### src/rtl/kbd_event_sched.sv
// kbd_event_sched: decodes latched PS/2 code words into per-player command FIFOs and a key-held bitmap.
// Define KBD_TYPEMATIC_FILTER_EN to discard repeated makes of keys that are already held.
module kbd_event_sched #(
  parameter int FIFO_DEPTH = 4
) (
  input  logic        clk,
  input  logic        counter_reset,
  input  logic        keycode_valid,
  input  logic [23:0] keycode_in,
  output logic        keycode_clr,
  output logic        p0_valid,
  output logic        p1_valid,
  input  logic        p0_ready,
  input  logic        p1_ready,
  output logic [3:0]  p0_evt,
  output logic [3:0]  p1_evt,
  output logic [9:0]  held,
  output logic [7:0]  drop_cnt
);
  localparam int AW = $clog2(FIFO_DEPTH);
  localparam int PW = AW + 1;

  typedef enum logic {IDLE, DECODE} state_t;

  state_t        state_q, state_d;
  logic          keycode_clr_q, keycode_clr_d;
  logic [23:0]   word_q, word_d;
  logic [9:0]    held_q, held_d;
  logic [7:0]    drop_cnt_q, drop_cnt_d;
  logic [PW-1:0] wr_ptr_q [2];
  logic [PW-1:0] wr_ptr_d [2];
  logic [PW-1:0] rd_ptr_q [2];
  logic [PW-1:0] rd_ptr_d [2];
  logic [3:0]    mem_q [2][FIFO_DEPTH];
  logic [3:0]    mem_d [2][FIFO_DEPTH];

  logic       decode_en;
  logic       is_break;
  logic       is_ext;
  logic       mapped;
  logic       map_player;
  logic [2:0] map_cmd;
  logic [3:0] held_idx;
  logic       filtered;
  logic       push_req;
  logic       push_ok;
  logic       drop_evt;
  logic [1:0] empty;
  logic [1:0] full;
  logic [1:0] pop;

  always_ff @(posedge clk or posedge counter_reset) begin
    if (counter_reset) begin
      state_q       <= IDLE;
      keycode_clr_q <= 1'b0;
    end else begin
      state_q       <= state_d;
      keycode_clr_q <= keycode_clr_d;
    end
  end

  always_comb begin
    state_d = state_q;
    word_d  = word_q;
    case (state_q)
      IDLE: begin
        if (keycode_valid) begin
          state_d = DECODE;
          word_d  = keycode_in;
        end
      end
      DECODE:  state_d = IDLE;
      default: state_d = IDLE;
    endcase
  end

  // keycode_clr is registered off the next state so it covers exactly the DECODE cycle
  always_comb begin
    decode_en     = (state_q == DECODE);
    keycode_clr_d = (state_d == DECODE);
  end

  always_comb begin
    is_break   = (word_q[15:8] == 8'hF0);
    is_ext     = (word_q[15:8] == 8'hE0) || (is_break && (word_q[23:16] == 8'hE0));
    mapped     = 1'b1;
    map_player = 1'b0;
    map_cmd    = 3'd0;
    if (is_ext) begin
      map_player = 1'b1;
      case (word_q[7:0])
        8'h75:   map_cmd = 3'd0;
        8'h6B:   map_cmd = 3'd1;
        8'h72:   map_cmd = 3'd2;
        8'h74:   map_cmd = 3'd3;
        default: mapped  = 1'b0;
      endcase
    end else begin
      case (word_q[7:0])
        8'h1D:   map_cmd = 3'd0;
        8'h1C:   map_cmd = 3'd1;
        8'h1B:   map_cmd = 3'd2;
        8'h23:   map_cmd = 3'd3;
        8'h29:   map_cmd = 3'd4;
        8'h5A: begin
          map_player = 1'b1;
          map_cmd    = 3'd4;
        end
        default: mapped = 1'b0;
      endcase
    end
    held_idx = map_player ? (4'd5 + {1'b0, map_cmd}) : {1'b0, map_cmd};
  end

`ifdef KBD_TYPEMATIC_FILTER_EN
  assign filtered = mapped && !is_break && held_q[held_idx];
`else
  assign filtered = 1'b0;
`endif

  // Fullness is judged before this cycle's pop, so a push into a full FIFO drops even while it pops
  always_comb begin
    for (int i = 0; i < 2; i++) begin
      empty[i] = (wr_ptr_q[i] == rd_ptr_q[i]);
      full[i]  = (wr_ptr_q[i][AW] != rd_ptr_q[i][AW]) &&
                 (wr_ptr_q[i][AW-1:0] == rd_ptr_q[i][AW-1:0]);
    end
    pop[0]   = p0_ready && !empty[0];
    pop[1]   = p1_ready && !empty[1];
    push_req = decode_en && mapped && !filtered;
    push_ok  = push_req && !full[map_player];
    drop_evt = decode_en && (!mapped || (push_req && full[map_player]));
  end

  always_comb begin
    for (int i = 0; i < 2; i++) begin
      wr_ptr_d[i] = wr_ptr_q[i];
      rd_ptr_d[i] = rd_ptr_q[i] + PW'(pop[i]);
      for (int j = 0; j < FIFO_DEPTH; j++) begin
        mem_d[i][j] = mem_q[i][j];
      end
    end
    if (push_ok) begin
      mem_d[map_player][wr_ptr_q[map_player][AW-1:0]] = {is_break, map_cmd};
      wr_ptr_d[map_player] = wr_ptr_q[map_player] + PW'(1);
    end
  end

  always_comb begin
    held_d     = held_q;
    drop_cnt_d = drop_cnt_q;
    if (push_req) begin
      held_d[held_idx] = !is_break;
    end
    if (drop_evt && (drop_cnt_q != 8'hFF)) begin
      drop_cnt_d = drop_cnt_q + 8'd1;
    end
  end

  always_ff @(posedge clk or posedge counter_reset) begin
    if (counter_reset) begin
      word_q     <= '0;
      held_q     <= '0;
      drop_cnt_q <= '0;
      for (int i = 0; i < 2; i++) begin
        wr_ptr_q[i] <= '0;
        rd_ptr_q[i] <= '0;
      end
    end else begin
      word_q     <= word_d;
      held_q     <= held_d;
      drop_cnt_q <= drop_cnt_d;
      for (int i = 0; i < 2; i++) begin
        wr_ptr_q[i] <= wr_ptr_d[i];
        rd_ptr_q[i] <= rd_ptr_d[i];
      end
    end
  end

  // Storage needs no reset: the pointers alone define what is valid
  always_ff @(posedge clk) begin
    mem_q <= mem_d;
  end

  assign keycode_clr = keycode_clr_q;
  assign p0_valid    = !empty[0];
  assign p1_valid    = !empty[1];
  assign p0_evt      = mem_q[0][rd_ptr_q[0][AW-1:0]];
  assign p1_evt      = mem_q[1][rd_ptr_q[1][AW-1:0]];
  assign held        = held_q;
  assign drop_cnt    = drop_cnt_q;

endmodule

### config.mk
export PLATFORM = sky130hd
export DESIGN_NAME = kbd_event_sched
export DESIGN_NICKNAME = d
export VERILOG_FILES = /design/src/rtl/kbd_event_sched.sv
export SDC_FILE = /design/constraint.sdc
export NUM_CORES = 1
export LEC_CHECK = 0
export ABC_CLOCK_PERIOD_IN_PS = 7800
export CAP_MARGIN = 20
export CORE_MARGIN = 8
export CORE_UTILIZATION = 50
export CTS_CLUSTER_DIAMETER = 30
export DETAILED_ROUTE_END_ITERATION = 8
export HOLD_SLACK_MARGIN = 0.02
export PLACE_DENSITY_LB_ADDON = 0.3
export SYNTH_ARGS = -nofsm -noshare
export SYNTH_HDL_FRONTEND = slang
export SYNTH_SLANG_ARGS = --single-unit
### constraint.sdc
create_clock -name clk -period 7.8 [get_ports clk]
set_input_delay 1.17 -clock clk [delete_from_list [all_inputs] [get_ports clk]]
set_output_delay 1.17 -clock clk [all_outputs]
set_load 0.01 [all_outputs]
==> results of run 1 <==
registers in the layout, indices dropped and copies added (netlist names):
name / count
word_q: 24
held: 10
wr_ptr_q: 6
keycode_clr: 1
mem_q: 32
rd_ptr_q: 6
drop_cnt: 8
kinds of logic (layout without fill, tap and decap cells):
group                    count (synthesis)  after routing  synth area share (%)
buffers and inverters                   15             81                 1.407
multiplexers                            49             49                 15.64
AND/OR/NAND/NOR                         83             83                 12.79
AO/OA/AOI/OAI                           27             27                 5.875
flip-flops                              87             87                 57.16
XOR/XNOR                                19             19                 4.070
adder cells (fa/ha/maj)                 10             10                 3.060
power breakdown:
part | leakage [nW] | switching, W | internal [W] | total (W)
sequential | 0.974 | 0.0000814 | 0.000530 | 0.000611
combinational | 0.930 | 0.000128 | 0.000204 | 0.000331
clock | 0.0998 | 0.000158 | 0.000149 | 0.000307
total | 2.00 | 0.000367 | 0.000882 | 0.00125
final timing paths:
| kind | startpoint | end | slack, ns | depth (start not counted) |
|---|---|---|---|---|
| max | word_q[16]$_DFFE_PP0P_ | held[2]$_DFFE_PP0P_ | 3.71 | 11 |
| min | rd_ptr_q[5]$_DFF_PP0_ | rd_ptr_q[5]$_DFF_PP0_ | 0.49 | 1 |
| max reg2reg | word_q[16]$_DFFE_PP0P_ | held[2]$_DFFE_PP0P_ | 3.71 | 11 |
| min reg2reg | rd_ptr_q[5]$_DFF_PP0_ | rd_ptr_q[5]$_DFF_PP0_ | 0.49 | 1 |
| max in group asynchronous | counter_reset | wr_ptr_q[3]$_DFFE_PP0P_ | 6.03 | 3 |
| min in group asynchronous | counter_reset | word_q[10]$_DFFE_PP0P_ | 1.31 | 3 |
synth_stat cells (all sizes together), types with 5 or more instances:
master	instances	share of area (%)
and2	13	2.0
clkbuf	6	0.55
dfrtp	55	34
edfxtp	32	24
ha	10	3.1
inv	6	0.55
mux2	39	11
mux4	8	4.4
nand2	9	0.83
nand3	7	0.86
nand4	15	2.3
nor2	5	0.64
nor2b	5	0.76
nor3b	5	0.92
xnor2	9	1.9
xor2	10	2.1
area by class of cell:
| class | instances | area (um^2) |
|---|---|---|
| clock inverters | 7 | 70.07 |
| fillers | 630 | 3077 |
| flip-flops and latches | 87 | 2337 |
| clock buffers | 9 | 123.9 |
| multi-input cells | 188 | 1697 |
| repair buffers | 59 | 593.1 |
| well taps | 105 | 131.4 |
| inverters | 6 | 22.52 |
worst max-delay path: stages, from the launching register on:
cell	delay (ns)
dfrtp_1	0.39
or4b_4	0.55
o41ai_1	0.43
nand2_1	0.23
o21ai_0	0.76
ha_1	0.36
inv_1	0.09
a31o_2	0.22
a2111o_1	0.37
o31ai_1	0.09
nand4_1	0.15
mux2_1	0.35
layer usage:
metal / track usage, % / vias to the layer above / share of wire [%] / routed length (um)
met3: 3.569 / 14 / 4.5 / 349
met1: 17.35 / 1290 / 42 / 3301
li1: - / 1219 / - / -
met2: 25.11 / 57 / 52 / 4038
met4: 5.829 / 0 / 1.6 / 127
met5: 0 / - / 0 / 0
per-stage QoR:
| step | total power, W | hold slack [ns] | area [um^2] | instances |
|---|---|---|---|---|
| after global placement | 0.0009493 | 0.4736 | 4766 | 444 |
| after detailed placement | 0.0009609 | 0.4771 | 4781 | 445 |
| after floorplan | 0.0008032 | 0.4617 | 4089 | 290 |
| final | 0.001249 | 0.4904 | 4975 | 461 |
| after global routing | 0.001325 | 0.4992 | 4975 | 461 |
| after CTS | 0.001268 | 0.4944 | 4975 | 461 |
==> flow_metrics.env, run 1 <==
export IMPL_finalClockSkew_ns=0.006959
export IMPL_final_cell_mix="clkdlybuf4s50_1, dfrtp_1, edfxtp_1, mux2_2, nand4_1"
export IMPL_hpwl_mm=5.829
export IMPL_dr_total_vias=2580
export IMPL_synth_seq_cells=87
export IMPL_hold_viol=0
export IMPL_max_slew_margin_pct=40.83
export IMPL_cts_buffer_depth=2
export IMPL_grt_pass1_wl_mm=13.23
export IMPL_core_mm2=0.008051
export IMPL_rows=33
export IMPL_post_route_util_pct=61.79
export IMPL_post_route_min_period_ns=4.091
export IMPL_die_w_um=106.4
export IMPL_clkTransAtPathRegs_ns=0.09
export IMPL_htreeDepth=3
export IMPL_drt_first_pass_iters=4
export IMPL_grt_max_degree=56
export IMPL_dieArea_mm2=0.01133
export IMPL_area_growth_pct=21.66
export IMPL_io_pins=58
export IMPL_ys_types=53
export IMPL_start_kind="flip-flop"
export IMPL_yosysSeqAreaShare_pct=57.16
export IMPL_post_cts_buffers=0
export IMPL_synth_area_mm2=0.004089
export IMPL_hp_class="reg2reg"
export IMPL_dp_slack_ns=3.810
export IMPL_drive_gt1_share_pct=17.98
export IMPL_vias_per_cell=5.597
export IMPL_drcViolationCount=0
export IMPL_netlist_instances=290
export IMPL_yosysWarnings=0
export IMPL_synthArstFlopShare_pct=63.22
export IMPL_leakage_nw=2.004
export IMPL_grt_overflow=0
export IMPL_final_common_cell="clkdlybuf4s50_1"
export IMPL_port_buffers=57
export IMPL_power_density_mw_per_mm2=251.1
export IMPL_cts_buffers=9
export IMPL_synth_ff_type="dfrtp_1"
export IMPL_antenna_found_initial=0
export IMPL_cp_max_fo=9
export IMPL_synth_edf_count=32
export IMPL_nets=390
export IMPL_period_share_pct=52.45
export IMPL_cp_required_ns=8.03
export IMPL_setup_viol=0
export IMPL_wire_per_inst_um=16.95
export IMPL_syn_area_per_cell_um2=14.10
export IMPL_die_h_um=106.4
export IMPL_diodes=0
export IMPL_grt_use_total_pct=14.66
export IMPL_grt_pass1_vias=2707
export IMPL_rsz0062_at_grt="no"
export IMPL_max_cap_violations=0
export IMPL_drtIter0Drc=158
export IMPL_routabilityCongestion=0.7938
export IMPL_tns_ns=0
export IMPL_clock_latency_ns=0.35
export IMPL_ant_nets=0
export IMPL_cp_end_kind="flip-flop"
export IMPL_critPathKind="reg2reg"
export IMPL_routed_wl_mm=7.816
export IMPL_tritoncts="yes"
export IMPL_slew_viol_final=0
export IMPL_start_util_pct=50.78
export IMPL_postCtsHoldBufs=0
export IMPL_cts_root_buf="clkbuf_8"
export IMPL_max_freq_mhz=244.4
export IMPL_cts_num_sinks=87
export IMPL_post_cts_resize_count=0
export IMPL_arrival_ns=4.33
export IMPL_setup_ws_ns=3.709
export IMPL_worst_pin_slew_ns=0.8782
export IMPL_outcome="finished clean"
export IMPL_irDropWorstVdd_uv=111.8
export IMPL_syn_num_nets=329
Note: power is estimated with default switching activity, not from simulation.
==> inputs of run 2 (changes only) <==
--- a/config.mk
+++ b/config.mk
@@ -5,7 +5,7 @@
 export SDC_FILE = /design/constraint.sdc
 export NUM_CORES = 1
 export LEC_CHECK = 0
-export ABC_CLOCK_PERIOD_IN_PS = 7800
+export ABC_CLOCK_PERIOD_IN_PS = 4150
 export CAP_MARGIN = 20
 export CORE_MARGIN = 8
 export CORE_UTILIZATION = 50
==> constraint.sdc (replaced) <==
create_clock -name clk -period 4.15 [get_ports clk]
set_input_delay 0.6225 -clock clk [delete_from_list [all_inputs] [get_ports clk]]
set_output_delay 0.6225 -clock clk [all_outputs]
set_load 0.01 [all_outputs]
==> flow_metrics.env, run 2 (synthesis gave the netlist of run 1 again) <==
export IMPL_largest_reg_flops=32
export IMPL_drt_first_pass_iters=4
export IMPL_postLayoutCellArea_mm2=0.004991
export IMPL_grt_pass1_wl_mm=13.70
export IMPL_rsz0062_at_grt="no"
export IMPL_htreeDepth=3
export IMPL_tritoncts="yes"
export IMPL_cp_required_ns=4.39
export IMPL_arrival_ns=3.87
export IMPL_post_route_util_pct=61.99
export IMPL_grt_overflow=0
export IMPL_diodes=0
export IMPL_r2r_end="held[0]$_DFFE_PP0P_"
export IMPL_power_density_mw_per_mm2=476.2
export IMPL_area_growth_pct=22.06
export IMPL_clkTransAtPathRegs_ns=0.10
export IMPL_cts_num_sinks=87
export IMPL_die_w_um=106.4
export IMPL_drive_gt1_share_pct=18.44
export IMPL_rows=33
export IMPL_routabilityCongestion=0.8212
export IMPL_leakage_nw=2.015
export IMPL_grt_pass1_vias=2766
export IMPL_drcViolationCount=0
export IMPL_max_cap_violations=0
export IMPL_final_common_cell="clkdlybuf4s50_1"
export IMPL_rr_startpoint="word_q[16]$_DFFE_PP0P_"
export IMPL_rrSetupSlack_ns=0.52
export IMPL_cts_buffers=9
export IMPL_cp_end_kind="flip-flop"
export IMPL_start_kind="flip-flop"
export IMPL_nets=392
export IMPL_ff2ff_path_depth=12
export IMPL_finalClockSkew_ns=0.01544
export IMPL_irDropWorstVdd_uv=293.5
export IMPL_die_h_um=106.4
export IMPL_worst_pin_slew_ns=0.7041
export IMPL_clock_latency_ns=0.36
export IMPL_port_buffers=57
export IMPL_core_mm2=0.008051
export IMPL_io_pins=58
export IMPL_endpoint="held[0]$_DFFE_PP0P_"
export IMPL_post_cts_buffers=0
export IMPL_period_share_pct=87.45
export IMPL_max_freq_mhz=275.6
export IMPL_cts_root_buf="clkbuf_8"
export IMPL_outcome="finished clean"
export IMPL_drtIter0Drc=214
export IMPL_dr_total_vias=2623
export IMPL_crit_start="word_q[16]$_DFFE_PP0P_"
export IMPL_routed_wl_mm=8.009
export IMPL_grt_max_degree=34
export IMPL_hp_class="reg2reg"
export IMPL_critPathKind="reg2reg"
export IMPL_ant_nets=0
export IMPL_setup_viol=0
export IMPL_cp_max_fo=9
export IMPL_max_slew_margin_pct=52.99
export IMPL_vias_per_cell=5.665
export IMPL_final_cell_mix="clkdlybuf4s50_1, dfrtp_1, edfxtp_1, mux2_2, nand4_1"
export IMPL_postCtsHoldBufs=0
export IMPL_post_cts_resize_count=0
export IMPL_antenna_found_initial=0
export IMPL_regMostFlops="mem_q"
export IMPL_start_util_pct=50.78
export IMPL_wire_per_inst_um=17.30
export IMPL_placed_cell_area_mm2=0.004788
export IMPL_tns_ns=0
export IMPL_hold_viol=0
export IMPL_hpwl_mm=5.977
export IMPL_grt_use_total_pct=15.18
export IMPL_post_route_min_period_ns=3.629
export IMPL_slew_viol_final=0
export IMPL_dieArea_mm2=0.01133
export IMPL_cts_buffer_depth=2
[run 2: metal layers]
metal  GRT usage (%)  vias up  wire [um]
li1                -     1232          -
met1           18.13     1313       3340
met2           25.83       70       4154
met3           4.900        8        435
met4           4.020        0         78
met5               0        -          0
[run 2: final cells by class]
class	count	area, um^2
clock inverter	7	78.83
multi-input combinational	188	1697
inverter	6	22.52
clock buffer	9	123.9
sequential	87	2337
timing repair buffer	61	600.6
fill	645	3060
tap	105	131.4
[run 2: worst max-delay path: stages, from the launching register on]
cell      delay (ns)
dfrtp_1         0.39
or4b_4          0.54
o41ai_1         0.46
nand2_1         0.22
o21ai_0         0.23
buf_4           0.19
ha_1            0.23
inv_1           0.08
a31o_2          0.21
a2111o_1        0.38
o31ai_1         0.09
nand4_1         0.14
mux2_1          0.35
[run 2: per-stage QoR]
stage | setup WS (ns) | total power (W) | cells | hold WS, ns
after CTS | 0.5486 | 0.002400 | 463 | 0.4955
after floorplan | 0.6170 | 0.001510 | 290 | 0.4617
after global placement | 0.7128 | 0.001789 | 447 | 0.4746
after detailed placement | 0.5804 | 0.001806 | 447 | 0.4780
final | 0.5209 | 0.002377 | 463 | 0.4889
after global routing | 0.3172 | 0.002517 | 463 | 0.5164
[run 2: worst min path at each step]
stage,startpoint,endpoint,slack (ns),depth (start not counted)
2_1_floorplan,rd_ptr_q[2]$_DFF_PP0_,rd_ptr_q[2]$_DFF_PP0_,0.46,1
3_3_place_gp,wr_ptr_q[2]$_DFFE_PP0P_,wr_ptr_q[2]$_DFFE_PP0P_,0.47,1
3_5_place_dp,wr_ptr_q[2]$_DFFE_PP0P_,wr_ptr_q[2]$_DFFE_PP0P_,0.48,1
6_report,wr_ptr_q[2]$_DFFE_PP0P_,wr_ptr_q[2]$_DFFE_PP0P_,0.49,1
4_1_cts,wr_ptr_q[2]$_DFFE_PP0P_,wr_ptr_q[2]$_DFFE_PP0P_,0.50,1
5_1_grt,drop_cnt[6]$_DFFE_PP0P_,drop_cnt[6]$_DFFE_PP0P_,0.52,1
[run 2: report_power, final]
part | switching, W | leakage (nW) | internal, W
clock network | 0.000316 | 0.103 | 0.000286
logic | 0.000242 | 0.938 | 0.000382
registers | 0.000155 | 0.974 | 0.000996
==> inputs of run 3 (changes only) <==
--- a/config.mk
+++ b/config.mk
@@ -7,10 +7,11 @@
 export LEC_CHECK = 0
 export ABC_CLOCK_PERIOD_IN_PS = 4150
 export CAP_MARGIN = 20
-export CORE_MARGIN = 8
+export CORE_MARGIN = 1
 export CORE_UTILIZATION = 50
 export CTS_CLUSTER_DIAMETER = 30
 export DETAILED_ROUTE_END_ITERATION = 8
+export GPL_ROUTABILITY_DRIVEN = 0
 export HOLD_SLACK_MARGIN = 0.02
 export PLACE_DENSITY_LB_ADDON = 0.3
 export SYNTH_ARGS = -nofsm -noshare
==> flow_metrics.env, run 3 (synthesis gave the netlist of run 1 again) <==
export IMPL_slew_viol_final=0
export IMPL_dr_total_vias=2573
export IMPL_outcome="finished clean"
export IMPL_port_buffers=57
export IMPL_post_route_min_period_ns=3.655
export IMPL_arrival_ns=3.91
export IMPL_die_h_um=92.43
export IMPL_busiest_layer="met2"
export IMPL_use_met2_pct=34.07
export IMPL_postCtsHoldBufs=0
export IMPL_leakage_nw=2.020
export IMPL_largest_reg_flops=32
export IMPL_slowest_delay_ns=0.54
export IMPL_cp_required_ns=4.40
export IMPL_cts_num_sinks=87
export IMPL_cp_end_kind="flip-flop"
export IMPL_hp_class="in2async"
export IMPL_drcViolationCount=0
export IMPL_cts_buffer_depth=2
export IMPL_start_util_pct=52.37
export IMPL_core_mm2=0.007807
export IMPL_area_growth_pct=22.46
export IMPL_drive_gt1_share_pct=18.66
export IMPL_postLayoutCellArea_mm2=0.005007
export IMPL_tritoncts="yes"
export IMPL_dp_slack_ns=0.5266
export IMPL_post_cts_resize_count=0
export IMPL_post_route_util_pct=64.13
export IMPL_hold_viol=0
export IMPL_setup_viol=0
export IMPL_met1_usage_pct=26.55
export IMPL_io_pins=58
export IMPL_nets=393
export IMPL_rows=32
export IMPL_grt_pass1_vias=2731
export IMPL_max_freq_mhz=273.6
export IMPL_cts_root_buf="clkbuf_8"
export IMPL_vias_per_cell=5.581
export IMPL_ant_nets=0
export IMPL_grt_max_degree=48
export IMPL_max_cap_violations=0
export IMPL_critPathKind="reg2reg"
export IMPL_max_slew_margin_pct=54.59
export IMPL_worst_pin_slew_ns=0.6771
export IMPL_critPathSlowestCell="or4b_4"
export IMPL_period_share_pct=88.08
export IMPL_diodes=0
export IMPL_dieArea_mm2=0.008543
export IMPL_drtIter0Drc=85
export IMPL_final_cell_mix="clkdlybuf4s50_1, dfrtp_1, edfxtp_1, mux2_2, nand4_1"
export IMPL_die_w_um=92.43
export IMPL_clock_latency_ns=0.36
export IMPL_routed_wl_mm=7.682
export IMPL_cp_cell_sequence="or4b_4 > o41ai_1 > nand2_1 > a21oi_1 > buf_4 > ha_1 > inv_1 > a31o_2 > a2111o_1 > o31ai_1 > nand4_1 > mux2_1"
export IMPL_setup_ws_ns=0.4946
export IMPL_grt_pass1_wl_mm=13.31
export IMPL_antenna_found_initial=0
export IMPL_use_met3_pct=3.777
export IMPL_tns_ns=0
export IMPL_power_density_mw_per_mm2=475.0
export IMPL_wire_per_inst_um=16.66
export IMPL_htreeDepth=3
export IMPL_cp_max_fo=9
export IMPL_post_cts_buffers=0
export IMPL_irDropWorstVdd_uv=264.9
export IMPL_final_common_cell="clkdlybuf4s50_1"
export IMPL_grt_use_total_pct=20.52
export IMPL_grt_overflow=0
export IMPL_drt_first_pass_iters=4
export IMPL_regMostFlops="mem_q"
export IMPL_clkTransAtPathRegs_ns=0.09
export IMPL_hpwl_mm=5.768
export IMPL_start_kind="flip-flop"
export IMPL_placed_cell_area_mm2=0.004785
export IMPL_cts_buffers=9
export IMPL_rsz0062_at_grt="no"
export IMPL_finalClockSkew_ns=0.008517
run 3: cell count changes in the layout (fill, tap and decap cells not counted), sizes merged:
cell and delta:
buf +1, clkinvlp +1, inv -1
run 3: cell type report:
class	instances	area, um^2
Clock buffer	9	123.9
Clock inverter	7	78.83
Fill cell	585	2800
Inverter	6	22.52
Multi-Input combinational cell	188	1697
Sequential cell	87	2337
Tap cell	102	127.6
Timing Repair Buffer	62	620.6
run 3: where the power goes:
part	internal (W)	switching, W	total (W)
logic	0.000385	0.000240	0.000625
clock network	0.000285	0.000322	0.000607
registers	0.000996	0.000151	0.00115
total	0.00167	0.000712	0.00238
run 3: worst max-delay path: cells and delay by family (launching register included):
kind | cells | cell delay (ns)
compound gates | 5 | 1.38
fa+ha+maj | 1 | 0.23
buf+inv | 2 | 0.28
flops | 1 | 0.38
mux | 1 | 0.34
simple gates | 3 | 0.93
run 3: routing by layer:
layer / share of wire (%) / vias up
met4: 1.8 / 0
met5: 0 / -
met3: 3.4 / 15
met2: 52 / 55
met1: 43 / 1277
li1: - / 1226
run 3: path summary, 6_finish.rpt:
kind	startpoint	end	cells past startpoint	slack, ns
worst min register to register	wr_ptr_q[2]$_DFFE_PP0P_	wr_ptr_q[2]$_DFFE_PP0P_	1	0.49
min in group clk	wr_ptr_q[2]$_DFFE_PP0P_	wr_ptr_q[2]$_DFFE_PP0P_	1	0.49
worst min-delay path	counter_reset	word_q[15]$_DFFE_PP0P_	2	0.47
worst max register to register	word_q[16]$_DFFE_PP0P_	held[0]$_DFFE_PP0P_	12	0.49
max in group asynchronous	counter_reset	wr_ptr_q[5]$_DFFE_PP0P_	4	3.03
worst max-delay path	word_q[16]$_DFFE_PP0P_	held[0]$_DFFE_PP0P_	12	0.49
run 3: per-stage QoR:
step / cells / total power, W / hold WS, ns
floorplan: 290 / 0.001510 / 0.4617
global placement: 444 / 0.001782 / 0.4746
detailed placement: 444 / 0.001798 / 0.4768
CTS: 460 / 0.002398 / 0.4921
global route: 461 / 0.002519 / 0.4811
finish: 461 / 0.002379 / 0.4722
